<file path="src/rtl/rom_arb_pkg.sv">
// Shared types and constants for the boot/monitor ROM read arbiter.
// Latency constants match the two ROM output-register options.
package rom_arb_pkg;

    typedef enum logic {
        IDLE = 1'b0,
        WAIT = 1'b1
    } state_t;

    typedef logic owner_t;

    localparam int LAT_NOREG  = 1;
    localparam int LAT_OUTREG = 2;

endpackage

</file>
<file path="src/rtl/rr_arbiter_2.sv">
// Two-way round-robin arbiter: combinational grant, registered last_grant.
// Intended for reuse by other shared-memory controllers.
module rr_arbiter_2
    import rom_arb_pkg::*;
(
    input  logic       clock,
    input  logic       reset_n,
    input  logic [1:0] valid_i,
    input  logic       accept_i,
    output logic [1:0] grant_o,
    output owner_t     winner_o
);

    owner_t last_q;
    owner_t winner_d;

    // Contention goes to the port that did not win last; grant is empty with no valid.
    always_comb begin
        winner_d = ~last_q;
        case (valid_i)
            2'b01:   winner_d = 1'b0;
            2'b10:   winner_d = 1'b1;
            default: winner_d = ~last_q;
        endcase
        grant_o           = 2'b00;
        grant_o[winner_d] = valid_i[winner_d];
    end

    assign winner_o = winner_d;

    always_ff @(posedge clock or negedge reset_n) begin
        if (!reset_n) begin
            last_q <= 1'b1;
        end else if (accept_i) begin
            last_q <= winner_d;
        end
    end

endmodule

</file>
<file path="src/rtl/rom_read_arbiter.sv">
// Shares one single-port synchronous ROM between two read requesters,
// one read in flight, with ROM read latency of 1 or 2 clocks.
module rom_read_arbiter
    import rom_arb_pkg::*;
#(
    parameter int ADDR_WIDTH  = 15,
    parameter int DATA_WIDTH  = 8,
    parameter int ROM_LATENCY = 1
) (
    input  logic                  clock,
    input  logic                  reset_n,
    input  logic                  req0_valid,
    input  logic [ADDR_WIDTH-1:0] req0_addr,
    output logic                  req0_ready,
    output logic [DATA_WIDTH-1:0] req0_rdata,
    output logic                  req0_rvalid,
    input  logic                  req1_valid,
    input  logic [ADDR_WIDTH-1:0] req1_addr,
    output logic                  req1_ready,
    output logic [DATA_WIDTH-1:0] req1_rdata,
    output logic                  req1_rvalid,
    output logic [ADDR_WIDTH-1:0] rom_address,
    input  logic [DATA_WIDTH-1:0] rom_data,
    output logic                  busy
);

    if (ROM_LATENCY != LAT_NOREG && ROM_LATENCY != LAT_OUTREG) begin : g_bad_latency
        $error("rom_read_arbiter: ROM_LATENCY must be 1 or 2");
    end

    localparam logic [1:0] LAT_CNT = 2'(ROM_LATENCY);

    state_t                state_q;
    logic [1:0]            cnt_q;
    owner_t                owner_q;
    logic [ADDR_WIDTH-1:0] rom_addr_q;
    logic [DATA_WIDTH-1:0] rdata0_q;
    logic [DATA_WIDTH-1:0] rdata1_q;
    logic                  rvalid0_q;
    logic                  rvalid1_q;

    logic [1:0]            grant;
    owner_t                winner;
    logic                  accept;
    logic [ADDR_WIDTH-1:0] win_addr_d;

    rr_arbiter_2 u_arb (
        .clock    (clock),
        .reset_n  (reset_n),
        .valid_i  ({req1_valid, req0_valid}),
        .accept_i (accept),
        .grant_o  (grant),
        .winner_o (winner)
    );

    assign req0_ready = (state_q == IDLE) && grant[0];
    assign req1_ready = (state_q == IDLE) && grant[1];
    assign accept     = req0_ready || req1_ready;
    assign win_addr_d = winner ? req1_addr : req0_addr;

    // cnt counts down the ROM latency; capture happens on the edge after it hits zero.
    always_ff @(posedge clock or negedge reset_n) begin
        if (!reset_n) begin
            state_q    <= IDLE;
            cnt_q      <= 2'd0;
            owner_q    <= 1'b0;
            rom_addr_q <= '0;
            rdata0_q   <= '0;
            rdata1_q   <= '0;
            rvalid0_q  <= 1'b0;
            rvalid1_q  <= 1'b0;
        end else begin
            rvalid0_q <= 1'b0;
            rvalid1_q <= 1'b0;
            case (state_q)
                IDLE: begin
                    if (accept) begin
                        rom_addr_q <= win_addr_d;
                        owner_q    <= winner;
                        cnt_q      <= LAT_CNT;
                        state_q    <= WAIT;
                    end
                end
                WAIT: begin
                    if (cnt_q != 2'd0) begin
                        cnt_q <= cnt_q - 2'd1;
                    end else begin
                        if (owner_q == 1'b0) begin
                            rdata0_q  <= rom_data;
                            rvalid0_q <= 1'b1;
                        end else begin
                            rdata1_q  <= rom_data;
                            rvalid1_q <= 1'b1;
                        end
                        state_q <= IDLE;
                    end
                end
            endcase
        end
    end

    assign rom_address = rom_addr_q;
    assign req0_rdata  = rdata0_q;
    assign req1_rdata  = rdata1_q;
    assign req0_rvalid = rvalid0_q;
    assign req1_rvalid = rvalid1_q;
    assign busy        = (state_q == WAIT);

endmodule

</file>
<file path="config.mk">
export PLATFORM = sky130hd
export DESIGN_NAME = rom_read_arbiter
export DESIGN_NICKNAME = d
export VERILOG_FILES = /design/src/rtl/rom_arb_pkg.sv /design/src/rtl/rr_arbiter_2.sv /design/src/rtl/rom_read_arbiter.sv
export SDC_FILE = /design/constraint.sdc
export NUM_CORES = 1
export LEC_CHECK = 0
export ABC_AREA = 1
export ABC_CLOCK_PERIOD_IN_PS = 1200
export BUFFER_PORTS_ARGS = -buffer_cell sky130_fd_sc_hd__clkbuf_2
export CORE_ASPECT_RATIO = 0.6
export CORE_MARGIN = 2
export CORE_UTILIZATION = 42
export DETAILED_ROUTE_END_ITERATION = 7
export HOLD_SLACK_MARGIN = 0.02
export PLACE_DENSITY_LB_ADDON = 0.1
export SETUP_SLACK_MARGIN = 0.5
export SLEW_MARGIN = 20
export SYNTH_ARGS = -nofsm -noshare
export SYNTH_HDL_FRONTEND = slang
export SYNTH_HIERARCHICAL = 1
export SYNTH_SLANG_ARGS = --single-unit
</file>
<file path="constraint.sdc">
create_clock -name clock -period 1.2 [get_ports clock]
set_input_delay 0.12 -clock clock [delete_from_list [all_inputs] [get_ports clock]]
set_output_delay 0.12 -clock clock [all_outputs]
set_load 0.02 [all_outputs]
</file>
Word level (Yosys, flattened, before mapping):

Cells that the tools add are included.
Widths: inputs -> output; s select.

* bits in registers: 38
* input bits: 42
* logic and storage cells: 48

* eq/ne operators: 4
* $lt $le $gt $ge: 2
* bitwise logic cells: 5
* reductions and logical operators: 9
* add/subtract/negate cells: 1
* muxes and demuxes: 18

Operators with widths (number)
* $mux 15: 1
* $mux 1: 11
* $reduce_and 3->1: 2
* $mux 2: 2
* $not 1->1: 4
* $pmux 1 s2: 2
* $pmux 2 s2: 1
* $reduce_and 2->1: 2
* $logic_and 1x1->1: 3
* $and 2x2->2: 1
* $eq 2x1->1 const B: 1
* $eq 2x2->1 const B: 1
* $lt 1x2->1 const B: 1
* $ne 2x1->1 const B: 1
* $ne 2x2->1 const B: 1
* $reduce_bool 2->1: 1
* $sub 2x1->2 const B: 1
* $demux 1 s1: 1
* $ge 1x1->1 const B: 1
* $logic_or 1x1->1: 1

Depth between registers and ports, before layout:

Gate-level depths: netlist (run 1).

* word-level depth: 11
* mapped depth: 12
* gate-level depth less buffers: 11

Modules after synthesis:

The synthesis (run 1) kept the hierarchy.

By module, submodules not included
* rom_read_arbiter: area each 1630.3 µm², cells each 204, seq. area each 925.9 µm², times used 1
* rr_arbiter_2: area each 118.9 µm², cells each 18, seq. area each 26.3 µm², times used 1

Worst setup path after synthesis (run 1):

No wires, ideal clock.

* path type: input port to flip-flop
* start: input port req0_valid
* end: register u_arb.last_q
* library setup time: 0.076 ns
* arrival: 1.288 ns
* path slack: -0.164 ns
* stages: 11
* buffers on the path: 1
* cells stage by stage: inv_1 > ha_1 > nand2_1 > o21ai_2 > nor2_1 > o21ai_2 > inv_1 > buf_4 > inv_1 > nand2_1 > nand2_1

* longest elaborated chain between the ends: 9
* elaborated cells between the ends (all ways): 14
* those cells by class: order compare: 2; eq/ne: 2; mux: 5; bitwise: 1; reduce/logical: 4

Ends and longest elaborated chain
* start: declaration: RTL line rom_read_arbiter.sv:12 `input logic req0_valid,`
* $eq 2x2->1 or $eq 2x1->1 (tied branches): RTL line rr_arbiter_2.sv:20 `case (valid_i)`
* $pmux 1 s2 *: RTL line rr_arbiter_2.sv:20
* named net winner: RTL line rom_read_arbiter.sv:43 `owner_t winner;`
* $lt 1x2->1 (implied by the code) or $ge 1x1->1 (tied branches): RTL line rr_arbiter_2.sv:26 `grant_o[winner_d] = valid_i[winner_d];`
* $logic_and 1x1->1 (implied by the code): RTL line rr_arbiter_2.sv:26
* $mux 1 (implied by the code): RTL line rr_arbiter_2.sv:26
* $demux 1 s1
* $and 2x2->2 (no source line) *
* named net grant[0]: RTL line rom_read_arbiter.sv:42 `logic [1:0] grant;`
* $logic_and 1x1->1 *: RTL line rom_read_arbiter.sv:56 `assign req0_ready = (state_q == IDLE) && grant[0];`
* $logic_or 1x1->1 *: RTL line rom_read_arbiter.sv:58 `assign accept = req0_ready || req1_ready;`
* named net accept: RTL line rom_read_arbiter.sv:44 `logic accept;`
* end signal: assignment: RTL line rr_arbiter_2.sv:35 `last_q <= winner_d;`
* end: declaration: RTL line rr_arbiter_2.sv:14 `owner_t last_q;`

Mark *: on every way through the listed nets, which the timed path passes. The rest lies on a longest branch. The select of a mux whose other input is x is not followed.
A chain may end at the register's enable or synchronous reset.

Worst setup path in the final report (run 1):

* start: register u_arb.last_q
* end: output port req1_ready

* longest elaborated chain between the ends: 8
* elaborated cells between the ends (all ways): 11
* those cells by class: order compare: 2; mux: 5; bitwise: 2; reduce/logical: 2

Ends and longest elaborated chain
* $not 1->1 *: RTL line rr_arbiter_2.sv:23 `default: winner_d = ~last_q;`
* $pmux 1 s2 *: RTL line rr_arbiter_2.sv:20
* $lt 1x2->1 (implied by the code) or $ge 1x1->1 (tied branches): RTL line rr_arbiter_2.sv:26
* $logic_and 1x1->1 (implied by the code): RTL line rr_arbiter_2.sv:26
* $mux 1 (implied by the code): RTL line rr_arbiter_2.sv:26
* $demux 1 s1
* $and 2x2->2 (no source line) *
* named net grant[1]: RTL line rom_read_arbiter.sv:42
* $logic_and 1x1->1 *: RTL line rom_read_arbiter.sv:57 `assign req1_ready = (state_q == IDLE) && grant[1];`
* end: declaration: RTL line rom_read_arbiter.sv:19 `output logic req1_ready,`

Marked as above.

==> parameters.txt, run 1 <==
Parameter                              Value

Timing
  Headroom to the max-slew limit    0.853
  Crit path time final    between 1 and 1.5 ns
  Count of final hold-check violations    0
  Worst hold slack    0.0479 ns
  Endpoints failing setup    22
  Clock Skews    around 0.009 ns
  Final period utilization    1.21
  Pins over their slew limit    0
  Worst Tran Pin Value    between 0.2 and 0.25 ns
  Unrepaired setup endpoints after global routing    true
  Post-route worst setup slack    -0.252 ns
  Highest clock frequency the design can meet    689 MHz

Status
  Result of the run    finished, violations left
  Violations in the final reports    negative setup slack

Global route
  First-pass GRT wire length    8290 um
  Pin count of the biggest net entering global routing    39
  Vias in the first global route    1791
  Met1 usage in global routing    0.326
  Antenna violations before repair    0
  Total congestion overflow after global routing    0
  Busiest layer in global routing    met2
  Routing usage on met3    0.0521
  Global-route usage over all layers    0.236
  Met2 demand-to-capacity share in global routing    0.375

Clock tree
  Inserted Clock Buffers    5
  Max Buffers Root-to-Sink    2
  CTS tree    yes
  Clk root buf    sky130_fd_sc_hd__clkbuf_8
  Clk sink count    38
  H-tree depth    2
  Worst-skew pair later-pin latency    0.29 ns
  CTS clk-pin slew, worst paths    0.08 ns

Logic synthesis
  Post-synthesis instance total    approximately 220
  Area of the mapped netlist    around 1700 sq um
  Number of distinct library cell variants in the gate-level netlist after synthesis    16
  Yosys warnings    6
  Post-synthesis sequential element count    38
  Nets in the synthesized netlist    approximately 270
  Largest area contributor in the netlist    sky130_fd_sc_hd__dfrtp_1
  Top cells by area in the synthesized netlist    sky130_fd_sc_hd__dfrtp_1, sky130_fd_sc_hd__nand2_1, sky130_fd_sc_hd__inv_1, sky130_fd_sc_hd__o21ai_0, sky130_fd_sc_hd__ha_1
  Sequential-to-total area share from yosys stat    0.544
  Share of the synthesized area in the top cell type    0.529
  Mean post-synth cell area    roughly 7.9 sq um

Final layout
  Number of nets in the finished design    roughly 380
  Non-filler instance count after layout    approximately 390
  Filler Cells Inserted    275
  Share of the core filled with cells in the final layout    0.776
  Antenna diode instance count    0
  Ratio of cells with drive above 1 in the final layout    0.504
  Area added between synthesis and finish    79.8%

Routing
  DRT iter0 DRCs    60
  Detailed-route vias per instance    4.77
  Post-route DRC    0
  Total via count in the routed design    1846
  Antenna viol nets, final    0
  Pre-Repair DR Iteration Count    4
  Post-detailed-route wirelength per cell    13.6 um
  Sum of routed wire length over all layers    roughly 5300 um

Hold path
  Cell depth of the worst min-delay path    3
  Type of the most critical hold path    primary input to flip-flop
  Startpoint of the tightest hold check path    rom_data[2]
  End point of the most critical hold path    req1_rdata[2]$_DFFE_PN0P_

Floorplan
  Floorplan row count    18
  Die Height    54.0 um
  Die Wd    87.3 um
  Effective utilization at floorplan    0.431
  Core Region    approximately 4000 sq um
  I/O pin cnt    78
  Floorplan die area    ~4700 sq um

Place
  Port-buffer cells    77
  # placed instances    350
  Final HPWL DP    2950 um
  RD Place Congestion    between 0.7 and 0.8
  Worst-case setup slack after placement    -0.233 ns

Worst setup path
  Worst EP required    1.08 ns
  Data arrival time of the worst path    1.33 ns
  Depth of the worst register-to-register path    7
  Critical path endpoint category    primary output
  Worst flop-to-flop path endpoint    u_arb/last_q$_DFFE_PN1P_
  Worst r2r src    u_arb/last_q$_DFFE_PN1P_
  Setup slack on the worst flop-to-flop path    -0.22 ns
  Critical Path Start    u_arb/last_q$_DFFE_PN1P_
  Maximum fanout along the worst path    3
  Critical path launch point type    flip-flop
  Worst setup path class    flip-flop to primary output

Power and ir drop
  Leak pwr    between 1.5 and 2 nW
  Power density cells    2890 nW/um^2
  Peak supply drop    1.63 mV
  Total power    9.08 mW

Job
  Maximum Capacitance Violations    0
==> report_power, final <==
part           internal [mW]  switching [mW]
clock                  0.833           0.476
combinational           2.66            2.68
sequential              1.92           0.511
total                   5.41            3.67
==> state kept, by name, indices dropped and copies added, names as in the netlist <==
register      flops
rom_address      15
owner_q           1
cnt_q             2
req0_rvalid       1
req1_rvalid       1
req1_rdata        8
busy              1
req0_rdata        8
u_arb/last_q      1
==> critical path: stages, from the launching register on <==
cell                      delay, ns
sky130_fd_sc_hd__dfstp_2       0.59
sky130_fd_sc_hd__nand2_2       0.08
sky130_fd_sc_hd__nand2_2       0.10
sky130_fd_sc_hd__nor2_4        0.05
sky130_fd_sc_hd__nand2_2       0.07
sky130_fd_sc_hd__inv_2         0.04
sky130_fd_sc_hd__buf_8         0.12
==> metrics by stage <==
stage,area [sq um],TNS [ns]
2_1_floorplan,1820,-0.782
3_3_place_gp,2290,-3.25
3_5_place_dp,2290,-4.06
4_1_cts,3000,-3.99
5_1_grt,3150,-5.53
6_report,3150,-4.14
==> metal layers <==
metal	part of all wire	vias up
met3	0.058	11
li1	-	905
met4	0.016	0
met1	0.46	869
met5	0	-
met2	0.47	61
==> area by class of cell <==
class | instances | area, sq um | share of cell area
timing repair buffer | 111 | 1020 | 0.324
sequential | 38 | 955 | 0.304
multi-input combinational | 156 | 878 | 0.279
inverter | 24 | 93.8 | 0.0298
clock buffer | 5 | 68.8 | 0.0219
clock inverter | 3 | 68.8 | 0.0219
tap | 50 | 62.6 | 0.0199
==> worst max path at each step <==
| stage | endpoint | slack (ns) | cells after the start |
|---|---|---|---|
| floorplan | rom_address[10]$_DFFE_PN0P_ | -0.07 | 8 |
| global placement | rom_address[2]$_DFFE_PN0P_ | -0.18 | 9 |
| detailed placement | rom_address[13]$_DFFE_PN0P_ | -0.23 | 10 |
| CTS | req0_ready | -0.24 | 5 |
| global route | u_arb/last_q$_DFFE_PN1P_ | -0.29 | 7 |
| finish | req1_ready | -0.25 | 6 |
==> repair_timing <==
| action | CTS | global route |
|---|---|---|
| resized for setup | 94 | 31 |
| hold buffers | 1 | 0 |
| setup buffers | 16 | 8 |
| endpoints found under the hold margin | 37 | 0 |
| pin swaps | 14 | 12 |
| cloned | 4 | 0 |
| endpoints found under the setup margin | 74 | 74 |
==> synthesized netlist by cell type <==
cell type                    n
sky130_fd_sc_hd__dfrtp_1    37
sky130_fd_sc_hd__ha_1        3
sky130_fd_sc_hd__dfstp_2     1
sky130_fd_sc_hd__o21ai_0    17
sky130_fd_sc_hd__inv_1      23
sky130_fd_sc_hd__nand3_1     6
sky130_fd_sc_hd__inv_2       1
sky130_fd_sc_hd__nand2_1   120
sky130_fd_sc_hd__nor2_2      1
sky130_fd_sc_hd__nor2_1      2
sky130_fd_sc_hd__nand2_2     1
sky130_fd_sc_hd__buf_6       3
sky130_fd_sc_hd__buf_2       1
sky130_fd_sc_hd__buf_4       3
sky130_fd_sc_hd__o21ai_2     2
sky130_fd_sc_hd__clkbuf_2    1
==> cell usage in the layout, fill, tap and decap left out <==
cell,synthesis,final
sky130_fd_sc_hd__inv_1,23,14
sky130_fd_sc_hd__o21ai_2,2,10
sky130_fd_sc_hd__nor2_1,2,1
sky130_fd_sc_hd__nand2_2,1,15
sky130_fd_sc_hd__nand3_4,0,7
sky130_fd_sc_hd__clkbuf_2,1,41
sky130_fd_sc_hd__ha_1,3,1
sky130_fd_sc_hd__clkbuf_8,0,33
sky130_fd_sc_hd__nand3_1,6,2
sky130_fd_sc_hd__inv_4,0,1
sky130_fd_sc_hd__dfrtp_1,37,35
sky130_fd_sc_hd__clkinv_4,0,1
sky130_fd_sc_hd__nand2_1,120,106
sky130_fd_sc_hd__clkinv_2,0,1
sky130_fd_sc_hd__dlygate4sd3_1,0,1
sky130_fd_sc_hd__dfstp_2,1,1
sky130_fd_sc_hd__o21ai_4,0,2
sky130_fd_sc_hd__buf_6,3,10
sky130_fd_sc_hd__ha_4,0,2
sky130_fd_sc_hd__buf_8,0,3
sky130_fd_sc_hd__nor2_4,0,2
sky130_fd_sc_hd__inv_2,1,8
sky130_fd_sc_hd__buf_4,3,24
sky130_fd_sc_hd__o21ai_1,0,7
sky130_fd_sc_hd__nand3_2,0,1
sky130_fd_sc_hd__bufinv_16,0,2
sky130_fd_sc_hd__dfrtp_2,0,2
sky130_fd_sc_hd__buf_12,0,4
==> logic make-up after synthesis <==
| group | share of synthesized area |
|---|---|
| adder cells (fa/ha/maj) | 0.0215 |
| buffers and inverters | 0.0894 |
| AND/OR/NAND/NOR | 0.286 |
| AO/OA/AOI/OAI | 0.0587 |
| flip-flops | 0.544 |
Note: power is estimated with default switching activity, not from simulation.
==> inputs of run 2 (changes only) <==
CORE_UTILIZATION = 44   (was 42)
CTS_BUF_LIST = sky130_fd_sc_hd__clkbuf_2   (was unset)
==> run 2 against run 1 <==
Compared with the run above:
- the flow now stops in global routing (5_1_grt)
- synthesized cell count is the same
- synthesized area stayed put
==> parameters.txt, run 2 <==
Parameter                              Value

Status
  Result of the run    did not finish (was finished, violations left)
  Stage reached    global routing (5_1_grt)
  First error line in the log    [ERROR DPL-0038] Utilization greater than 100%, impossible to legalize

Logic synthesis
  Share of async-settable or async-resettable flops after synthesis    1.00 (unchanged)
  Share of the synthesized area in the top cell type    0.529 (unchanged)
  Largest area contributor in the netlist    sky130_fd_sc_hd__dfrtp_1 (unchanged)
  Post-synthesis sequential element count    38 (unchanged)
  Sequential-to-total area share from yosys stat    0.544 (unchanged)
  Main synth FF type    sky130_fd_sc_hd__dfrtp_1 (unchanged)
  Post-synthesis instance total    222 (unchanged)
  Area of the mapped netlist    1750 sq um (unchanged)
  Nets in the synthesized netlist    267 (unchanged)
  Most frequent cell after synthesis    sky130_fd_sc_hd__nand2_1 (unchanged)
  Most frequent cells after synthesis    sky130_fd_sc_hd__nand2_1, sky130_fd_sc_hd__dfrtp_1, sky130_fd_sc_hd__inv_1, sky130_fd_sc_hd__o21ai_0, sky130_fd_sc_hd__nand3_1 (unchanged)
  Top cells by area in the synthesized netlist    sky130_fd_sc_hd__dfrtp_1, sky130_fd_sc_hd__nand2_1, sky130_fd_sc_hd__inv_1, sky130_fd_sc_hd__o21ai_0, sky130_fd_sc_hd__ha_1 (unchanged)
  Yosys warnings    6 (unchanged)
  Number of distinct library cell variants in the gate-level netlist after synthesis    16 (unchanged)
  Mean post-synth cell area    7.88 sq um (unchanged)
  Count of flip-flops with a built-in enable after synthesis    0 (unchanged)

Clock tree
  H-tree depth    2 (unchanged)
  Max Buffers Root-to-Sink    2 (unchanged)
  Clk root buf    sky130_fd_sc_hd__clkbuf_2 (was sky130_fd_sc_hd__clkbuf_8)
  Inserted Clock Buffers    5 (unchanged)
  Clk sink count    38 (unchanged)

Floorplan
  Floorplan row count    17 (was 18)
  Effective utilization at floorplan    0.467 (was 0.431)
  I/O pin cnt    78 (unchanged)
  Die Wd    85.4 um (was 87.3 um)
  Die Height    52.8 um (was 54.0 um)

Timing
  Grt repair worst endpoint    req0_ready
  Worst EP kind    output port

Place
  Final HPWL DP    2880 um (was 2950 um)
  RD Place Congestion    0.757 (was 0.797)
  Port-buffer cells    77 (unchanged)
  Post-placement cell area    2280 sq um (was 2290 sq um)

Global route
  Pin count of the biggest net entering global routing    39
==> run 2: logic make-up after synthesis <==
family	synth area share
flops	0.544
simple gates	0.286
fa+ha+maj	0.0215
buf+inv	0.0894
compound gates	0.0587
==> run 2: repair_timing <==
item | 4_1_cts
hold buffers | 39
gates cloned | 6
pin swaps | 9
endpoints found under the setup margin | 74
hold endpoints to repair | 69
resized for setup | 95
setup buffers | 14
==> run 2: through the flow <==
stage | cells | utilization | hold slack, ns | setup TNS, ns | setup slack, ns
after detailed placement | 348 | 0.609 | 0.105 | -4.48 | -0.240
after global placement | 348 | 0.609 | 0.104 | -3.56 | -0.191
after floorplan | 222 | - | -0.176 | -0.782 | -0.0725
after CTS | 415 | 0.887 | 0.184 | -4.58 | -0.452
==> inputs of run 3 (changes only) <==
ABC_CLOCK_PERIOD_IN_PS = 1600   (was 1200)
CORE_ASPECT_RATIO = unset   (was 0.6)
CORE_UTILIZATION = 40   (was 44)
CTS_BUF_LIST = unset   (was sky130_fd_sc_hd__clkbuf_2)
HOLD_SLACK_MARGIN = unset   (was 0.02)
PLACE_DENSITY_LB_ADDON = 0.15   (was 0.1)
SETUP_SLACK_MARGIN = unset   (was 0.5)
clock period = 1.6 ns   (was 1.2 ns; I/O delays follow)
==> run 3 against run 2 <==
Compared with the run above:
- the flow now finishes without violations
==> parameters.txt, run 3 (synthesis gave the netlist of run 1 again) <==
Parameter                              Value

Job
  Maximum Capacitance Violations    0

Power and ir drop
  Peak supply drop    0.836 mV
  Leak pwr    1.44 nW
  Power density cells    1960 nW/um^2

Final layout
  Ratio of cells with drive above 1 in the final layout    0.321
  Highest-count cells in the layout ignoring fill and taps    sky130_fd_sc_hd__nand2_1, sky130_fd_sc_hd__clkbuf_2, sky130_fd_sc_hd__dfrtp_1
  Antenna diode instance count    0
  Number of nets in the finished design    352
  Number of flip-flops in the largest register    15
  Leading cell type in the layout, fill and taps excluded    sky130_fd_sc_hd__nand2_1
  Area added between synthesis and finish    32.8%
  Non-filler instance count after layout    360

Hold path
  Cell depth of the worst min-delay path    3
  Type of the most critical hold path    primary input to flip-flop

Clock tree
  CTS tree    yes
  Worst-skew pair later-pin latency    0.28 ns
  H-tree depth    2 (unchanged)
  CTS clk-pin slew, worst paths    0.07 ns
  Clk root buf    sky130_fd_sc_hd__clkbuf_8 (was sky130_fd_sc_hd__clkbuf_2)
  Clk sink count    38 (unchanged)
  Inserted Clock Buffers    5 (unchanged)
  Setup repair bufs after CTS    0 (was 14)
  Max Buffers Root-to-Sink    2 (unchanged)

Routing
  Total via count in the routed design    1568
  Sum of routed wire length over all layers    between 3000 and 4000 um
  Detailed-route vias per instance    around 4.4
  Post-route DRC    0
  Pre-Repair DR Iteration Count    4
  DRT iter0 DRCs    38
  Antenna viol nets, final    0
  Post-detailed-route wirelength per cell    10.0 um

Timing
  Worst Tran Pin Value    0.519 ns
  Endpoints failing setup    0
  Highest clock frequency the design can meet    665 MHz
  Final period utilization    0.940
  Clock Skews    between 0.003 and 0.004 ns
  Crit path time final    1.50 ns
  Worst hold slack    between 0.1 and 0.15 ns
  Total Negative Setup Slacks    0 ns
  Pins over their slew limit    0
  Headroom to the max-slew limit    0.654
  Count of final hold-check violations    0
  Post-route worst setup slack    between 0.09 and 0.1 ns

Global route
  Vias in the first global route    ~1500
  First-pass GRT wire length    about 6500 um
  Antenna violations before repair    0
  Pin count of the biggest net entering global routing    21
  Global-route usage over all layers    0.165
  Total congestion overflow after global routing    0

Worst setup path
  Data arrival time of the worst path    1.34 ns
  Critical path launch point type    flip-flop
  Worst EP required    1.44 ns
  Maximum fanout along the worst path    3
  Critical path endpoint category    primary output
  Depth of the worst register-to-register path    6
  Worst setup path class    flip-flop to primary output

Floorplan
  Effective utilization at floorplan    0.407 (was 0.467)
  I/O pin cnt    78 (unchanged)
  Die Wd    70.1 um (was 85.4 um)
  Die Height    70.1 um (was 52.8 um)
  Floorplan row count    24 (was 17)
  Floorplan die area    4920 sq um
  Core Region    4290 sq um

Place
  # placed instances    351 (was 348)
  Port-buffer cells    77 (unchanged)
  Worst-case setup slack after placement    0.0252 ns (was -0.240 ns)
  RD Place Congestion    0.737 (was 0.757)
  Final HPWL DP    2760 um (was 2880 um)

Status
  Result of the run    complete, no violations (was did not finish)
## run 3: through the flow
step	power, mW	area (sq um)	util
2_1_floorplan	3.18	1750	-
3_3_place_gp	3.92	2220	0.517
3_5_place_dp	3.95	2220	0.517
4_1_cts	4.63	2320	0.540
5_1_grt	4.97	2320	0.541
6_report	4.56	2320	0.541
## run 3: final cells by class
type | instances | area (sq um)
fillers | 441 | 1970
flip-flops and latches | 38 | 952
multi-input cells | 152 | 643
repair buffers | 86 | 480
inverters | 24 | 90.1
clock buffers | 7 | 86.3
well taps | 52 | 65.1
clock inverters | 1 | 5.00
## run 3: where the power goes
group,leakage (nW),internal (mW),switching [mW],total (mW)
Sequential,0.469,1.43,0.259,1.69
Combinational,0.924,0.783,1.42,2.20
Clock,0.0482,0.347,0.314,0.661
## run 3: layer usage
| metal | wire length (um) | global-route usage |
|---|---|---|
| met4 | 47 | 0.0641 |
| met3 | 238 | 0.0418 |
| met5 | 0 | 0 |
| met1 | 1650 | 0.208 |
| met2 | 1670 | 0.271 |
## run 3: repair_timing
item                                    4_1_cts  5_1_grt
hold buffers                                  1        0
endpoints found under the setup margin        0        1
resized for setup                             0        1
hold endpoints to repair                     19        0
## run 3: worst max-delay path, stage by stage, from the launching register on
cell,delay [ns]
sky130_fd_sc_hd__dfstp_2,0.56
sky130_fd_sc_hd__o21ai_2,0.08
sky130_fd_sc_hd__nor2_2,0.13
sky130_fd_sc_hd__nand2_1,0.09
sky130_fd_sc_hd__inv_1,0.06
sky130_fd_sc_hd__clkbuf_2,0.16
## run 3: worst paths after layout
kind	slack [ns]	to	startpoint
min in group asynchronous	0.38	req0_rdata[5]$_DFFE_PN0P_	reset_n
setup / recovery	0.1	req0_ready	u_arb/last_q$_DFFE_PN1P_
setup reg to reg	0.25	rom_address[6]$_DFFE_PN0P_	u_arb/last_q$_DFFE_PN1P_
hold reg to reg	0.48	rom_address[10]$_DFFE_PN0P_	rom_address[10]$_DFFE_PN0P_
hold / removal	0.13	req1_rdata[7]$_DFFE_PN0P_	rom_data[7]
max in group asynchronous	0.66	u_arb/last_q$_DFFE_PN1P_	reset_n
